--- src/rtl/cpu_pkg.sv ---
// Shared CPU definitions used by the fetch stage and the program counter.
//   pc_src_t      : PC mux select encoding (shared with the PC register mux)
//   fetch_state_t : fetch sequencer FSM states
//   MAX_WAIT_DEFAULT : default fetch-timeout threshold in cycles
package cpu_pkg;

   typedef enum logic [1:0] {
      PC_SEQ    = 2'b00,
      PC_UNCOND = 2'b01,
      PC_COND   = 2'b10,
      PC_REG    = 2'b11
   } pc_src_t;

   typedef enum logic [1:0] {
      IDLE,
      FETCH,
      HOLD
   } fetch_state_t;

   localparam int unsigned MAX_WAIT_DEFAULT = 15;

endpackage

--- src/rtl/fetch_sequencer.sv ---
// Fetch-stage controller: drives the PC write enable / source select, runs the
// request/ready handshake with a variable-latency instruction memory, buffers a
// fetched word across load-use stalls and squashes wrong-path fetches on
// branch redirects.
// Ports:
//   clk, reset          : clock, asynchronous active-high reset
//   stall               : load-use stall from the hazard unit
//   redirect_valid/kind : taken branch resolved in ID and its PC source
//   imem_ready/rdata    : instruction memory response
//   imem_req            : fetch request (PC stable while high and not ready)
//   pc_en, pc_src       : PC write enable and mux select
//   if_valid, if_instr  : instruction toward IF/ID
//   if_id_flush         : write a bubble into IF/ID
//   id_hold             : ID must hold branch operands (redirect pending)
//   timeout_err         : sticky, a fetch waited MAX_WAIT cycles
module fetch_sequencer
   import cpu_pkg::*;
#(
   parameter int unsigned MAX_WAIT = MAX_WAIT_DEFAULT
) (
   input  logic        clk,
   input  logic        reset,
   input  logic        stall,
   input  logic        redirect_valid,
   input  logic [1:0]  redirect_kind,
   input  logic        imem_ready,
   input  logic [31:0] imem_rdata,
   output logic        imem_req,
   output logic        pc_en,
   output logic [1:0]  pc_src,
   output logic        if_valid,
   output logic [31:0] if_instr,
   output logic        if_id_flush,
   output logic        id_hold,
   output logic        timeout_err
);

   localparam logic [7:0] WAIT_LIMIT = 8'(MAX_WAIT);

   fetch_state_t state_q, state_d;
   logic [31:0]  buf_q, buf_d;
   logic [7:0]   wait_cnt_q, wait_cnt_d;
   logic         timeout_q, timeout_d;

   logic         redirect;
   pc_src_t      pc_src_e;

   // kind 00 is illegal and must behave as if no redirect were present
   assign redirect = redirect_valid && (redirect_kind != 2'b00);

   always_comb begin
      state_d     = state_q;
      buf_d       = buf_q;
      imem_req    = 1'b0;
      pc_en       = 1'b0;
      pc_src_e    = PC_SEQ;
      if_valid    = 1'b0;
      if_instr    = '0;
      if_id_flush = 1'b0;
      id_hold     = 1'b0;

      case (state_q)
         IDLE: begin
            state_d = FETCH;
         end
         FETCH: begin
            imem_req = 1'b1;
            if_instr = imem_rdata;
            if (!imem_ready) begin
               // PC must stay put; a redirect waits for the ready cycle
               id_hold = redirect;
            end else if (redirect) begin
               pc_en       = 1'b1;
               pc_src_e    = pc_src_t'(redirect_kind);
               if_id_flush = 1'b1;
            end else if (stall) begin
               buf_d   = imem_rdata;
               state_d = HOLD;
            end else begin
               pc_en    = 1'b1;
               if_valid = 1'b1;
            end
         end
         HOLD: begin
            if_instr = buf_q;
            if (redirect) begin
               pc_en       = 1'b1;
               pc_src_e    = pc_src_t'(redirect_kind);
               if_id_flush = 1'b1;
               state_d     = FETCH;
            end else if (!stall) begin
               if_valid = 1'b1;
               pc_en    = 1'b1;
               state_d  = FETCH;
            end
         end
         default: begin
            state_d = IDLE;
         end
      endcase
   end

   // Wait counter saturates at the limit; the error flag latches on the edge
   // where the counter first reaches it and stays until reset.
   always_comb begin
      wait_cnt_d = '0;
      timeout_d  = timeout_q;
      if (state_q == FETCH && !imem_ready) begin
         if (wait_cnt_q == WAIT_LIMIT) begin
            wait_cnt_d = wait_cnt_q;
         end else begin
            wait_cnt_d = wait_cnt_q + 8'd1;
         end
         if (wait_cnt_d == WAIT_LIMIT) begin
            timeout_d = 1'b1;
         end
      end
   end

   always_ff @(posedge clk or posedge reset) begin
      if (reset) begin
         state_q    <= IDLE;
         buf_q      <= '0;
         wait_cnt_q <= '0;
         timeout_q  <= 1'b0;
      end else begin
         state_q    <= state_d;
         buf_q      <= buf_d;
         wait_cnt_q <= wait_cnt_d;
         timeout_q  <= timeout_d;
      end
   end

   assign pc_src      = pc_src_e;
   assign timeout_err = timeout_q;

endmodule

--- config.mk ---
export PLATFORM = sky130hd
export DESIGN_NAME = fetch_sequencer
export DESIGN_NICKNAME = d
export VERILOG_FILES = /design/src/rtl/cpu_pkg.sv /design/src/rtl/fetch_sequencer.sv
export SDC_FILE = /design/constraint.sdc
export NUM_CORES = 1
export LEC_CHECK = 0
export ABC_AREA = 1
export BUFFER_PORTS_ARGS = -buffer_cell sky130_fd_sc_hd__buf_4
export CORE_ASPECT_RATIO = 1.25
export CORE_MARGIN = 2
export CORE_UTILIZATION = 50
export CTS_BUF_LIST = sky130_fd_sc_hd__clkbuf_8 sky130_fd_sc_hd__clkbuf_16
export DETAILED_ROUTE_END_ITERATION = 8
export PLACE_DENSITY = 0.85
export SYNTH_ARGS = -nofsm -noshare
export SYNTH_HDL_FRONTEND = slang
export SYNTH_SLANG_ARGS = --single-unit
--- constraint.sdc ---
create_clock -name clk -period 1.6 [get_ports clk]
set_input_delay 0 -clock clk [delete_from_list [all_inputs] [get_ports clk]]
set_output_delay 0 -clock clk [all_outputs]
set_load 0.005 [all_outputs]
==> impl_metrics.toml <==
[synthesis]
synth_commonest_cells = "160 x nand2_1, 43 x dfrtp_1, 37 x a21oi_1"
synthFlopType = "dfrtp_1"
synth_top_cell_by_area = "dfrtp_1"
synth_top_area_share_pct = 44.35
ys_types = 29
synthesis.nets = 381
syn_inst = 337
synth_most_common_cell = "nand2_1"
synth_warnings = 0
ys_top_cells_by_area = "dfrtp_1 44%, nand2_1 25%, a21oi_1 7.6%, o21ai_1 2.7%, ha_1 2.6%"
synthesis.area_mm2 = 0.002426
syn_area_per_cell_um2 = 7.199
synth_edf_count = 0
ys_seq_area_share_pct = 44.35
ys_ff_latch = 43
async_flop_share_pct = 100.0

[power]
internal_power_mw = 2.955
power_density_mw_per_mm2 = 1372
switching_power_mw = 2.066
pwr-share-clk_pct = 13.6
ir_drop_mv = 0.8764
swShare_pct = 41.15
pwr-share-comb_pct = 51.6
seqPwrFrac_pct = 34.8
power.leakage_nw = 1.791
finalPower_mw = 5.020

[routing]
drt_wl_total_mm = 7.490
drtIter0Drc = 192
drtPass1Iterations = 4
avgViaCountPerCell = 5.335
wl_per_cell_um = 14.66
ant_nets = 0
num_vias = 2726
drc = 0

[floorplanning]
dieWidth_um = 66.31
dieArea_mm2 = 0.005429
core-area_mm2 = 0.004695
io_pins = 79
die_y_um = 81.88
fp-row-count = 28
initial_core_util_pct = 51.68

[global_route]
grt.total_usage_pct = 26.88
overflow = 0
gr-usage-met1_pct = 30.74
top_usage_layer = "met2"
grt_pass1_wl_mm = 11.21
first_global_vias = 2576
grt_max_degree = 35
antenna_found_initial = 0
use_met2_pct = 47.90
grt_use_met3_pct = 5.205

[critical_path]
cp_common_cell = "buf_4"
arrival_ns = 1.60
max_stage_delay_ns = 0.39
crit_path_end_kind = "primary output"
crit_path_max_fanout = 22
timing.rr.start = "state_q[0]$_DFFE_PP0P_"
slowest_stage = "dfrtp_1"
critPathTopFamily = "buffers and inverters"
rrSetupSlack_ns = 0.09
worstSetupPathDepth = 6
startpoint_type = "register"
worstReg2RegEnd = "buf_q[12]$_DFFE_PP0P_"
cp_cell_sequence = "buf_4 > ha_4 > buf_8 > nand2_1 > a21oi_4 > buf_4"
worst_ep_required_time_ns = 1.60
ff2ff_path_depth = 7
crit_type = "reg -> out"
cp.buffers_inverters = 3

[timing]
finalClockSkew_ns = 0.004479
timing_hold_violations_final = 0
timing.setup.tns_ns = 0
setup_slack_ns = 0.003792
slew_viol_final = 0
finalCriticalPeriod_ns = 1.596
worst_pin_slew_ns = 0.4666
fmax_mhz = 626.5
setup_viol = 0
timing.slew.headroom_pct = 68.85
period_share_pct = 99.76
rsz0062_at_grt = "yes"

[place]
pre_cts_slack_ns = 0.06748
dp_hpwl_mm = 4.501
gp_congestion = 0.8062
dp_cells = 467
portBuffers = 78

[clock_tree]
clk_latency_ns = 0.30
cts-htree-levels = 2
clockRootBuffer = "clkbuf_8"
clkSlewWorstSetupHoldPaths_ns = 0.08
clockBufferDepth = 2
cts_buffers = 5
cts_sinks = 43
cts_tree = "yes"

[min_path]
hold_depth = 3
hp-start = "imem_rdata[13]"
hp-class = "in -> reg"
hold-path-endpoint = "buf_q[13]$_DFFE_PP0P_"

[cells_and_area]
drive_gt1_share_pct = 30.60
synthToLayoutAreaGrowth_pct = 50.85
fin_cells = 511
utilization_pct = 77.96
layout.nets = 494
diodes = 0
fill_cells = 312

[outcome]
status = "finished, final reports clean"

[flow_run]
drv_cap = 0
-- cells by family (layout without fill, tap and decap cells) --
group,Yosys count,after routing,synth area share (%)
compound gates,59,59,12.95
xor+xnor,1,1,0.3611
fa+ha+maj,5,5,2.579
buf+inv,35,149,7.014
flops,43,43,44.35
simple gates,194,194,32.75
-- worst reg2reg max path: stages (launching register included) --
cell and delay (ns):
dfrtp_1 0.41, buf_4 0.15, ha_4 0.17, nand2_2 0.13
nor2_8 0.07, inv_4 0.26, nand2_1 0.11, o21ai_1 0.12
-- through the flow --
step	hold WS, ns	area (um^2)
2_1_floorplan	0.03324	2426
3_3_place_gp	0.03914	3075
3_5_place_dp	0.04716	3075
4_1_cts	0.007134	3555
5_1_grt	0.03863	3660
6_report	0.01536	3660
-- area by class of cell --
| cell class | count | area, um^2 | share of cell area, % |
|---|---|---|---|
| clock buffer | 5 | 68.82 | 1.880 |
| clock inverter | 3 | 16.27 | 0.4444 |
| inverter | 19 | 76.32 | 2.085 |
| multi-input combinational | 259 | 1303 | 35.59 |
| sequential | 43 | 1076 | 29.40 |
| tap | 60 | 75.07 | 2.051 |
| timing repair buffer | 122 | 1045 | 28.55 |
-- worst max path at each step --
stage | startpoint | end | slack (ns)
6_report | state_q[0]$_DFFE_PP0P_ | if_instr[18] | 0.004
5_1_grt | state_q[0]$_DFFE_PP0P_ | if_valid | -0.06
4_1_cts | state_q[0]$_DFFE_PP0P_ | if_instr[28] | 0.0007
3_5_place_dp | state_q[1]$_DFFE_PP0P_ | buf_q[15]$_DFFE_PP0P_ | 0.07
3_3_place_gp | wait_cnt_q[0]$_DFF_PP0_ | timeout_err$_DFFE_PP0P_ | 0.15
2_1_floorplan | state_q[1]$_DFFE_PP0P_ | buf_q[0]$_DFFE_PP0P_ | 0.1
-- layer usage --
| metal | vias to the layer above | part of all wire (%) |
|---|---|---|
| met2 | 140 | 53 |
| met3 | 26 | 6.1 |
| met1 | 1275 | 37 |
| li1 | 1285 | - |
| met5 | - | 0 |
| met4 | 0 | 3.5 |
-- power groups by stage --
stage	clock network (mW)	registers (mW)	logic (mW)
floorplan	0	1.68	1.21
global placement	0	1.73	1.99
detailed placement	0	1.73	2.09
CTS	0.689	1.72	2.34
global route	0.730	1.78	2.82
finish	0.684	1.75	2.59
-- flip-flops by register name, indices dropped and copies added, names as in the netlist --
| name | flops |
|---|---|
| wait_cnt_q | 8 |
| buf_q | 32 |
| state_q | 2 |
| timeout_err | 1 |
-- what timing repair did --
action,4_1_cts,5_1_grt
setup buffers,4,1
endpoints found under the hold margin,49,0
resized for setup,17,17
setup endpoints to repair,38,39
hold buffers,30,0
cloned,0,1
-- placed cells by master, fill, tap and decap left out, types with 2 or more instances in the layout --
cell / instances
nand2_1: 157
buf_4: 87
dfrtp_1: 43
dlygate4sd3_1: 30
a21oi_1: 23
inv_1: 14
nor2_1: 14
a21oi_2: 13
o21ai_1: 13
nand3_1: 8
nand2_2: 5
o21ai_0: 5
clkbuf_8: 5
inv_2: 4
nor2_2: 3
ha_4: 3
inv_4: 2
nand4_1: 2
buf_12: 2
No activity file was read; power rests on OpenSTA's default activity.
